`src/rtl/mem_io_responder.sv`:
```
// MEM-stage bus responder for a 4-word I/O window: TX FIFO, RX capture register and cycle counter.
// Reads are registered (one cycle latency); rdata is 0 on any non-hit-read cycle so it can be OR-ed.
module mem_io_responder #(
    parameter int unsigned        ADDR_W     = 14,
    parameter logic [ADDR_W-1:0]  BASE       = 14'h3FFC,
    parameter int unsigned        FIFO_DEPTH = 4
) (
    input  logic              clk,
    input  logic              rst,
    input  logic              en,
    input  logic              we,
    input  logic [ADDR_W-1:0] addr,
    input  logic [31:0]       wdata,
    output logic [31:0]       rdata,
    output logic              hit,
    output logic [31:0]       tx_data,
    output logic              tx_valid,
    input  logic              tx_ready,
    input  logic [31:0]       rx_data,
    input  logic              rx_strobe
);

    localparam int unsigned PTR_W = (FIFO_DEPTH > 1) ? $clog2(FIFO_DEPTH) : 1;
    localparam int unsigned CNT_W = PTR_W + 1;

    localparam logic [1:0] OFF_TXDATA = 2'd0;
    localparam logic [1:0] OFF_STATUS = 2'd1;
    localparam logic [1:0] OFF_RXDATA = 2'd2;
    localparam logic [1:0] OFF_CYCLE  = 2'd3;

    logic [31:0]      rdata_q, rdata_d;
    logic [PTR_W-1:0] wr_ptr_q, wr_ptr_d;
    logic [PTR_W-1:0] rd_ptr_q, rd_ptr_d;
    logic [CNT_W-1:0] count_q, count_d;
    logic             tx_drop_q, tx_drop_d;
    logic [31:0]      rx_reg_q, rx_reg_d;
    logic             rx_full_q, rx_full_d;
    logic             rx_overrun_q, rx_overrun_d;
    logic [31:0]      cycle_q, cycle_d;
    logic [31:0]      mem_q [FIFO_DEPTH];

    logic        rd_hit, wr_hit, push, pop, push_ok, tx_full, tx_empty;
    logic        rx_rd, status_wr;
    logic [2:0]  count_sat;
    logic [31:0] count_ext;
    logic [31:0] status_word;
    logic [1:0]  off;

    assign hit      = (addr[ADDR_W-1:2] == BASE[ADDR_W-1:2]);
    assign off      = addr[1:0];
    assign rdata    = rdata_q;
    assign tx_data  = mem_q[rd_ptr_q];
    assign tx_valid = (count_q != '0);

    // Bus decode, FIFO bookkeeping, sticky flags and read mux.
    always_comb begin
        rd_hit    = en & ~we & hit;
        wr_hit    = we & hit;
        tx_full   = (count_q == CNT_W'(FIFO_DEPTH));
        tx_empty  = (count_q == '0);
        pop       = tx_valid & tx_ready;
        push      = wr_hit & (off == OFF_TXDATA);
        push_ok   = push & (~tx_full | pop);
        rx_rd     = rd_hit & (off == OFF_RXDATA);
        status_wr = wr_hit & (off == OFF_STATUS);

        count_ext = 32'(count_q);
        count_sat = (count_ext > 32'd7) ? 3'd7 : count_ext[2:0];
        status_word = {24'b0, rx_overrun_q, tx_drop_q, rx_full_q, tx_empty, tx_full, count_sat};

        wr_ptr_d = push_ok ? wr_ptr_q + PTR_W'(1) : wr_ptr_q;
        rd_ptr_d = pop     ? rd_ptr_q + PTR_W'(1) : rd_ptr_q;
        count_d  = count_q;
        if (push_ok && !pop) begin
            count_d = count_q + CNT_W'(1);
        end else if (pop && !push_ok) begin
            count_d = count_q - CNT_W'(1);
        end

        // Set events win over a same-cycle W1C clear.
        tx_drop_d    = (push & tx_full & ~pop)
                     | (tx_drop_q & ~(status_wr & wdata[6]));
        rx_overrun_d = (rx_strobe & rx_full_q & ~rx_rd)
                     | (rx_overrun_q & ~(status_wr & wdata[7]));

        rx_reg_d  = rx_strobe ? rx_data : rx_reg_q;
        rx_full_d = rx_strobe ? 1'b1 : (rx_rd ? 1'b0 : rx_full_q);

        // A load lands with this edge's tick already applied, so the next read sees wdata+1.
        if (wr_hit && (off == OFF_CYCLE)) begin
            cycle_d = wdata + 32'd1;
        end else begin
            cycle_d = cycle_q + 32'd1;
        end

        rdata_d = '0;
        if (rd_hit) begin
            unique case (off)
                OFF_TXDATA: rdata_d = '0;
                OFF_STATUS: rdata_d = status_word;
                OFF_RXDATA: rdata_d = rx_reg_q;
                OFF_CYCLE:  rdata_d = cycle_q;
                default:    rdata_d = '0;
            endcase
        end
    end

    always_ff @(posedge clk or posedge rst) begin
        if (rst) begin
            rdata_q      <= '0;
            wr_ptr_q     <= '0;
            rd_ptr_q     <= '0;
            count_q      <= '0;
            tx_drop_q    <= 1'b0;
            rx_reg_q     <= '0;
            rx_full_q    <= 1'b0;
            rx_overrun_q <= 1'b0;
            cycle_q      <= '0;
        end else begin
            rdata_q      <= rdata_d;
            wr_ptr_q     <= wr_ptr_d;
            rd_ptr_q     <= rd_ptr_d;
            count_q      <= count_d;
            tx_drop_q    <= tx_drop_d;
            rx_reg_q     <= rx_reg_d;
            rx_full_q    <= rx_full_d;
            rx_overrun_q <= rx_overrun_d;
            cycle_q      <= cycle_d;
        end
    end

    // FIFO storage needs no reset: pointers and count define which entries are live.
    always_ff @(posedge clk) begin
        if (push_ok) begin
            mem_q[wr_ptr_q] <= wdata;
        end
    end

endmodule

```
`config.mk`:
```
export PLATFORM = sky130hd
export DESIGN_NAME = mem_io_responder
export DESIGN_NICKNAME = d
export VERILOG_FILES = /design/src/rtl/mem_io_responder.sv
export SDC_FILE = /design/constraint.sdc
export NUM_CORES = 1
export LEC_CHECK = 0
export CAP_MARGIN = 20
export CORE_ASPECT_RATIO = 0.9
export CORE_UTILIZATION = 40
export DETAILED_ROUTE_END_ITERATION = 8
export GPL_TIMING_DRIVEN = 0
export MAX_ROUTING_LAYER = met4
export PLACE_DENSITY = 0.68
export SETUP_SLACK_MARGIN = 0.2
export SLEW_MARGIN = 20
export SYNTH_ARGS = -nofsm -noshare
export SYNTH_HDL_FRONTEND = slang
export SYNTH_SLANG_ARGS = --single-unit
export TNS_END_PERCENT = 10
```
`constraint.sdc`:
```
create_clock -name clk -period 10.5 [get_ports clk]
set_input_delay 2.1 -clock clk [delete_from_list [all_inputs] [get_ports clk]]
set_output_delay 2.1 -clock clk [all_outputs]
set_load 0.02 [all_outputs]
```
[Word-level counts from Yosys, hierarchy flattened]
Memories as Yosys holds them, arrays and structs flattened.
Index checks and enable logic that the tools add are counted.
Storage, ports and cells
  register bits: 106
  memory bits (writable): 128
  input port bits: 84
  output and inout bits: 66
  logic and storage cells: 65
  memories: 1
Memory list
  mem_q: words 4, bits a word 32, rd ports 1, clocked after memory_dff 0, wr ports 1, RTL line 40  | logic [31:0] mem_q [FIFO_DEPTH];
Cells by class
  add/subtract/negate cells: 6
  eq/ne operators: 5
  multiplexer cells: 9
  bitwise operators: 25
  reductions and logical operators: 10
Operators by type and width (count)
  $pmux 32 s4: 1
  $add 32x1->32 const B: 2
  $mux 32: 2
  $and 1x1->1: 16
  $eq 12x12->1 const B: 1
  $mux 3: 2
  $not 1->1: 6
  $add 2x1->2 const B: 2
  $eq 2x2->1 const B: 2
  $mux 1: 4
  $reduce_bool 2->1: 2
  $add 3x1->3 const B: 1
  $eq 3x3->1 const B: 1
  $logic_and 1x1->1: 3
  $logic_not 3->1: 1
  $or 1x1->1: 3
  $reduce_bool 3->1: 1
  $sub 3x1->3 const B: 1
  $eq 2x1->1 const B: 1
  $logic_not 1->1: 2
  $logic_not 2->1: 1

[Depth between registers and ports, before layout]
Gate-level depths: netlist (run 1).
  word-level depth: 8
  depth in mapped cells: 13
  gate-level depth less buffers: 11

[Worst setup path before layout (run 1)]
Ideal clock, no wire load.
  path kind: input port to flip-flop
  from: input addr[5]
  to: register cycle_q[28]
  setup time: 127 ps
  data arrival time: 5085 ps
  data required time: 10373 ps
  path slack: 5288 ps
  stages: 13
  path buffers: 2
  cell sequence: nand4_1 -> nor3_2 -> and4_1 -> clkbuf_1 -> buf_1 -> nand2_1 -> nand2_1 -> ha_1 -> nand4_1 -> nor4_1 -> nand3_1 -> a22oi_1 -> xnor2_1
Between the ends
  word-level cells in the longest chain between the ends: 4
Ends and longest elaborated chain
  from (decl): RTL line 12  | input logic [ADDR_W-1:0] addr,
  $eq 12x12->1: RTL line 49  | assign hit = (addr[ADDR_W-1:2] == BASE[ADDR_W-1:2]);
  via hit: RTL line 15  | output logic hit,
  $and 1x1->1: RTL line 58  | wr_hit = we & hit;
  $logic_and 1x1->1: RTL line 90  | if (wr_hit && (off == OFF_CYCLE)) begin
  $mux 32: RTL line 90
  via cycle_d[28]: RTL line 39  | logic [31:0] cycle_q, cycle_d;
  to (signal assigned): RTL line 128  | cycle_q <= cycle_d;
  to (decl): RTL line 39
The timed path passes the listed nets, and every way through them passes these cells.
A chain may end at the register's enable or synchronous reset.

[Final worst setup path (run 1)]
  from: input addr[5]
  to: register cycle_q[24]
Between the ends
  word-level cells in the longest chain between the ends: 4
Ends and longest elaborated chain (RTL line)
  $eq 12x12->1: 49
  $and 1x1->1: 58
  $logic_and 1x1->1: 90
  $mux 32: 90
  via cycle_d[24]: 39
The timed path passes the listed nets, and every way through them passes these cells.

==> results of run 1 <==
## synthesized netlist by cell type (all sizes together), types with 5 or more instances
cell type and instances:
edfxtp 128, dfrtp 106, nor2 41, mux2 36
mux4 32, nand3 32, nand4 28, xnor2 28
mux2i 27, a22o 25, xor2 23, nand2 21
a21oi 19, buf 15, inv 13, clkbuf 11
nor3 9, nor4 7, a22oi 6, ha 6
or3 5
## metal layers
metal / track usage, % / routed length, µm
met4: 5.28 / 437
met1: 26.2 / 10500
met5: - / 0
met3: 2.61 / 1070
met2: 29.0 / 10300
## through the flow
| step | total power [mW] | instances | util (%) | worst slack (ns) | cell area, µm² |
|---|---|---|---|---|---|
| 2_1_floorplan | 1.38 | 644 | - | 5.29 | 9840 |
| 3_3_place_gp | 1.61 | 1098 | 48.3 | 3.96 | 11700 |
| 3_5_place_dp | 1.62 | 1103 | 48.9 | 4.04 | 11800 |
| 4_1_cts | 2.53 | 1149 | 52.5 | 4.56 | 12700 |
| 5_1_grt | 2.60 | 1150 | 52.5 | 4.13 | 12700 |
| 6_report | 2.50 | 1150 | 52.5 | 4.52 | 12700 |
## worst max-delay path by stage
stage                   from     endpoint  slack, ns  depth (start not counted)
finish               addr[5]  cycle_q[24]       4.52                         14
global route        addr[12]  cycle_q[28]       4.13                         14
global placement         rst  cycle_q[28]       3.96                          2
detailed placement   addr[4]  cycle_q[28]       4.04                         14
CTS                  addr[4]  cycle_q[28]       4.56                         14
floorplan            addr[5]  cycle_q[28]       5.29                         13
## power breakdown
| group | total, mW | switching (mW) | internal (mW) |
|---|---|---|---|
| registers | 1.04 | 0.0339 | 1.00 |
| clock network | 0.910 | 0.343 | 0.567 |
| logic | 0.554 | 0.267 | 0.286 |
| total | 2.50 | 0.644 | 1.86 |
## final cells by class
class	instances	area, µm²	share of cell area, %
Multi-Input combinational cell	370	3190	25.1
Clock buffer	38	754	5.94
Sequential cell	234	6500	51.2
Clock inverter	8	118	0.926
Timing Repair Buffer	151	1580	12.5
Tap cell	308	385	3.03
Inverter	14	57.6	0.453
Antenna cell	1	2.50	0.0197
Buffer	26	109	0.857
## registers in the layout, summed over array words and instances, names as in the netlist
register,count
rx_overrun_q,1
rx_full_q,1
mem_q,128
wr_ptr_q,2
tx_drop_q,1
cycle_q,32
rx_reg_q,32
rdata,32
count_q,3
rd_ptr_q,2
## layout by cell type, fill, tap and decap left out, drive strengths merged, types with 7 or more instances in the layout
master / count
clkdlybuf4s50: 146
edfxtp: 128
dfrtp: 106
clkbuf: 49
nor2: 41
mux2: 36
nand3: 32
mux4: 32
nand4: 28
xnor2: 28
mux2i: 27
a22o: 25
xor2: 23
nand2: 21
buf: 20
a21oi: 19
inv: 14
nor3: 9
nor4: 7
## logic make-up (layout without fill, tap and decap cells)
family / after synthesis / in the layout / synth area share (%)
flip-flops: 234 / 234 / 66.0
AND/OR/NAND/NOR: 159 / 159 / 8.41
multiplexers: 95 / 95 / 14.2
AO/OA/AOI/OAI: 58 / 58 / 4.27
XOR/XNOR: 51 / 51 / 4.54
buffers and inverters: 40 / 237 / 1.64
adder cells (fa/ha/maj): 7 / 7 / 0.966
other: 0 / 1 / 0
## worst register-to-register path: cells and delay by family (launching register included)
kind            cells  cell delay, ns
simple gates        3            1.28
flops               1            0.39
fa+ha+maj           1            0.30
compound gates      1            0.30
xor+xnor            1            0.14
mux                 1            0.10
buf+inv             1            0.07
==> out/metrics.cfg, run 1 <==
[status]
status=finished, final reports clean

[synthesis]
synthesis.area_um2=9840
avgSynthCellArea_um2=15.3
syn-instance-count=644
synth-async-reset-ratio_pct=45.3
synth_seq_area_share_pct=66.0
yosys-top-cells-area=edfxtp_1 (39%), dfrtp_1 (27%), mux4_2 (7.3%), mux2_2 (4.1%), mux2i_1 (2.7%)
ys_ff_latch=234
synth_top_area_share_pct=39.0
synth_edf_count=128
yosys_warnings=0
synthesis.nets=735
ys.flop_type=edfxtp_1
synth_top_area_cell=edfxtp_1
ys_types=43

[clock_tree]
cts_tree=built
cts-root-buf=clkbuf_16
postCtsSetupBuffers=0
cts_hold_buffers=0
clk-insertion-delay-late_ns=0.51
clkTransAtPathRegs_ns=0.06
clk_path_buf_depth=3
cts.sinks=234
cts_max_level=1
ctsResizeCount=0
cts_buffers=25

[critical_path]
criticalPathCategory=in -> reg
cp.arrival_ns=6.42
crit_buf_inv=3
startpoint_type=input pin
cp_slowest_cell=nor4_1
cp.required_ns=10.94
rrSetupSlack_ns=7.84
r2r_cells=8
worstReg2RegStart=cycle_q[0]
cp_cell_sequence=clkdlybuf4s50_1 -> nand4_1 -> nor3_2 -> and4_1 -> clkbuf_1 -> buf_1 -> nand2_1 -> nand2_1 -> ha_1 -> nand4_1 -> nor4_1 -> nand3_1 -> a22oi_1 -> xnor2_1
cp_slowest_stage_delay_ns=0.76
end_kind=flop
path_max_fanout=10
reg2reg_to=cycle_q[24]
cp_top_family=simple AND/OR/NAND/NOR gates

[sta]
drv_slew=0
clock_skew_ns=0.00730
fin_tns_setup_ns=0
holdWs_ns=0.485
slew_headroom_pct=35.3
worst_pin_slew_ns=0.963
setup_viol=0
fmax_mhz=167
grt_setup_unrepaired=false
final_hold_viol_count=0
min_period_ns=5.98
fin_crit_sh_pct=56.9

[place]
dpl.hpwl_mm=16.0
gp_congestion=0.816
io_buffer_count=146

[worst_hold_path]
min_from=rx_reg_q[30]
min_path_type=reg -> reg
whs_path_depth=1
hold_end=rdata[30]

[routing]
wire_per_inst_um=19.4
vias=6040
viasPerCell=5.25
drc_errors=0
drt_iter0_drc=401
drtPass1Iterations=5
ant_nets=0
routed_wl_mm=22.3

[flow_run]
maxCapViolations=0

[power]
p_leak_nw=4.63
vdd_drop_max_mv=0.0922
powerDensity_nw_per_um2=197

[global_routing]
groute.usage.overall_pct=18.8
grt_pass1_wl_mm=35.0
grt_max_degree=80
antenna_found_initial=1
grt_pass1_vias=6058
grt.overflow.total=0

[floorplanning]
dieArea_um2=25200
io_pins=150
die_y_um=151
core_area_um2=24200
num_rows=54
die_x_um=167
start_util_pct=40.7

[final_layout]
nets=913
synthToLayoutAreaGrowth_pct=29.0
num-fill-cells=2036
drive_above_1_share_pct=15.7

Power figures use the tool's default switching activity.
==> run 2: changes to the inputs <==
Settings changed: PLACE_DENSITY 0.68 to 0.7.
Clock period 10.5 ns to 5.08 ns, I/O delays scaled along.
==> run 2 against run 1 <==
  * Hold slack better by 0.0034 ns
  * Via count rose by 0.38%
  * Total power up 100%
  * Non-clock buffer count did not move
  * Critical path type unchanged
==> out/metrics.cfg, run 2 (synthesized netlist as in run 1, its figures left out) <==
[critical_path]
end_kind=flop
criticalPathCategory=in -> reg
cp_cell_sequence=clkdlybuf4s50_1 -> nand4_1 -> nor3_2 -> and4_1 -> clkbuf_1 -> buf_1 -> nand2_1 -> nand2_1 -> ha_1 -> nand4_1 -> nor4_2 -> nand3_1 -> a22oi_1 -> xnor2_1
path_max_fanout=10  ; unchanged
cp-endpoint=cycle_q[24]
cp_slowest_stage_delay_ns=0.51  ; -0.25 ns
startpoint_type=input pin
reg2reg_to=count_q[2]
cp.arrival_ns=5.04  ; -1.38 ns
cp_slowest_cell=nor4_2
rrSetupSlack_ns=2.71  ; -5.13 ns
r2r_cells=10  ; +2
cp.required_ns=5.54  ; -5.40 ns
worstReg2RegStart=count_q[0]
crit_path_start=addr[5]

[sta]
min_period_ns=4.58
clock_skew_ns=0.0181  ; +0.0108 ns
setup_viol=0  ; unchanged
fin_ws_ns=0.496  ; -4.03 ns
slew_headroom_pct=34.0  ; -1.4 points
worst_pin_slew_ns=0.983  ; +0.0202 ns
fin_crit_sh_pct=90.2
fmax_mhz=218
drv_slew=0  ; unchanged
grt_setup_unrepaired=false
holdWs_ns=0.489  ; +0.00341 ns
final_hold_viol_count=0  ; unchanged

[floorplanning]
num_rows=54  ; unchanged
io_pins=150  ; unchanged
dieArea_um2=25200  ; unchanged
start_util_pct=40.7  ; unchanged
core_area_um2=24200  ; unchanged
die_x_um=167  ; unchanged
die_y_um=151  ; unchanged

[place]
gp_congestion=0.817  ; +0.18%
dpl.hpwl_mm=16.4  ; +2.4%
dp_cells=1103  ; unchanged
io_buffer_count=146  ; unchanged
place_ws_ns=-0.270  ; -4.31 ns

[power]
p_total_mw=5.04  ; +100%
vdd_drop_max_mv=0.193  ; +110%
p_leak_nw=4.60  ; -0.64%
powerDensity_nw_per_um2=399  ; +100%

[clock_tree]
cts-root-buf=clkbuf_16
cts_buffers=25  ; unchanged
cts_tree=built
cts_max_level=1  ; unchanged
clk-insertion-delay-late_ns=0.53  ; +0.02 ns
clkTransAtPathRegs_ns=0.06  ; about the same
cts_hold_buffers=0  ; unchanged
clk_path_buf_depth=3  ; unchanged
cts.sinks=234  ; unchanged
postCtsSetupBuffers=0  ; unchanged

[global_routing]
groute.usage.overall_pct=18.9  ; +0.17 points
grt_pass1_wl_mm=35.4  ; +1.2%
grt_pass1_vias=6144  ; +1.4%
grt_max_degree=81  ; +1.3%
antenna_found_initial=0  ; -1
grt.overflow.total=0  ; unchanged

[routing]
vias=6063  ; +0.38%
ant_nets=0  ; unchanged
drtPass1Iterations=5  ; unchanged
drc_errors=0  ; unchanged
drt_iter0_drc=425  ; +6.0%
viasPerCell=5.29  ; +0.64%
wire_per_inst_um=19.7  ; +1.6%
routed_wl_mm=22.6  ; +1.3%

[worst_hold_path]
min_path_type=reg -> reg
min_from=rx_reg_q[8]
whs_path_depth=1  ; unchanged

[final_layout]
top_register=mem_q
largest_reg_flops=128  ; unchanged
stdcell_count=1147  ; -0.26%
nets=913  ; unchanged
final_common_cell=clkdlybuf4s50_1
final_cell_mix=clkdlybuf4s50_1 (146), edfxtp_1 (128), dfrtp_1 (106), nor2_1 (41), mux2_2 (36)
drive_above_1_share_pct=15.5  ; -0.20 points
antenna_cells=0  ; -1
synthToLayoutAreaGrowth_pct=28.4

[status]
status=finished, final reports clean

[flow_run]
maxCapViolations=0  ; unchanged

## run 2: changes by cell type in the layout (fill, tap and decap cells not counted), sizes merged
| cell | before | now |
|---|---|---|
| clkbuf | 49 | 41 |
| clkinv | 5 | 12 |
| bufinv | 3 | 2 |
| diode | 1 | 0 |
## run 2: where the power goes
group	switching [mW]	internal, mW	leakage, nW	total, mW
Combinational	0.553	0.593	1.70	1.15
Clock	0.720	1.03	0.395	1.75
Sequential	0.0711	2.07	2.50	2.14
Total	1.34	3.70	4.60	5.04
## run 2: critical path: cells and delay by family
kind / cells / cell delay, ns
simple gates: 8 / 1.98
xor+xnor: 1 / 0.14
compound gates: 1 / 0.31
fa+ha+maj: 1 / 0.29
buf+inv: 3 / 1.30
## run 2: worst min-delay path by stage
stage	slack [ns]	endpoint
2_1_floorplan	0.46	rdata[10]
3_3_place_gp	0.47	rdata[31]
3_5_place_dp	0.48	rdata[30]
4_1_cts	0.49	rdata[16]
5_1_grt	0.52	rdata[30]
6_report	0.49	rdata[8]
## run 2: routing by layer
layer | vias to the layer above | wire, µm | global-route usage, %
li1 | 2818 | - | -
met1 | 3037 | 10600 | 26.3
met2 | 179 | 10600 | 29.8
met3 | 29 | 1120 | 2.72
met4 | 0 | 399 | 4.22
met5 | - | 0 | -
## run 2: through the flow
stage          area, µm²  utilization (%)  setup TNS [ns]
2_1_floorplan       9840                -               0
3_3_place_gp       11700             48.3          -33.99
3_5_place_dp       11800             48.9          -0.911
4_1_cts            12600             52.2               0
5_1_grt            12600             52.3               0
6_report           12600             52.3               0
## run 2: layout make-up
| class | count | area (µm²) |
|---|---|---|
| plain buffers | 26 | 109 |
| clock buffers | 30 | 664 |
| clock inverters | 14 | 129 |
| fillers | 2072 | 11500 |
| inverters | 14 | 57.6 |
| multi-input cells | 370 | 3200 |
| flip-flops and latches | 234 | 6500 |
| well taps | 308 | 385 |
| repair buffers | 151 | 1600 |
## run 2: timing repair
item / 4_1_cts / 5_1_grt
endpoints found under the hold margin: 0 / 0
setup endpoints to repair: 0 / 6
resized for setup: 0 / 2
==> run 3: changes to the inputs <==
Settings changed: CAP_MARGIN 20 to not set.
==> results of run 3 <==
Same layout as run 2: the final DEF is identical, and so are final timing and power.
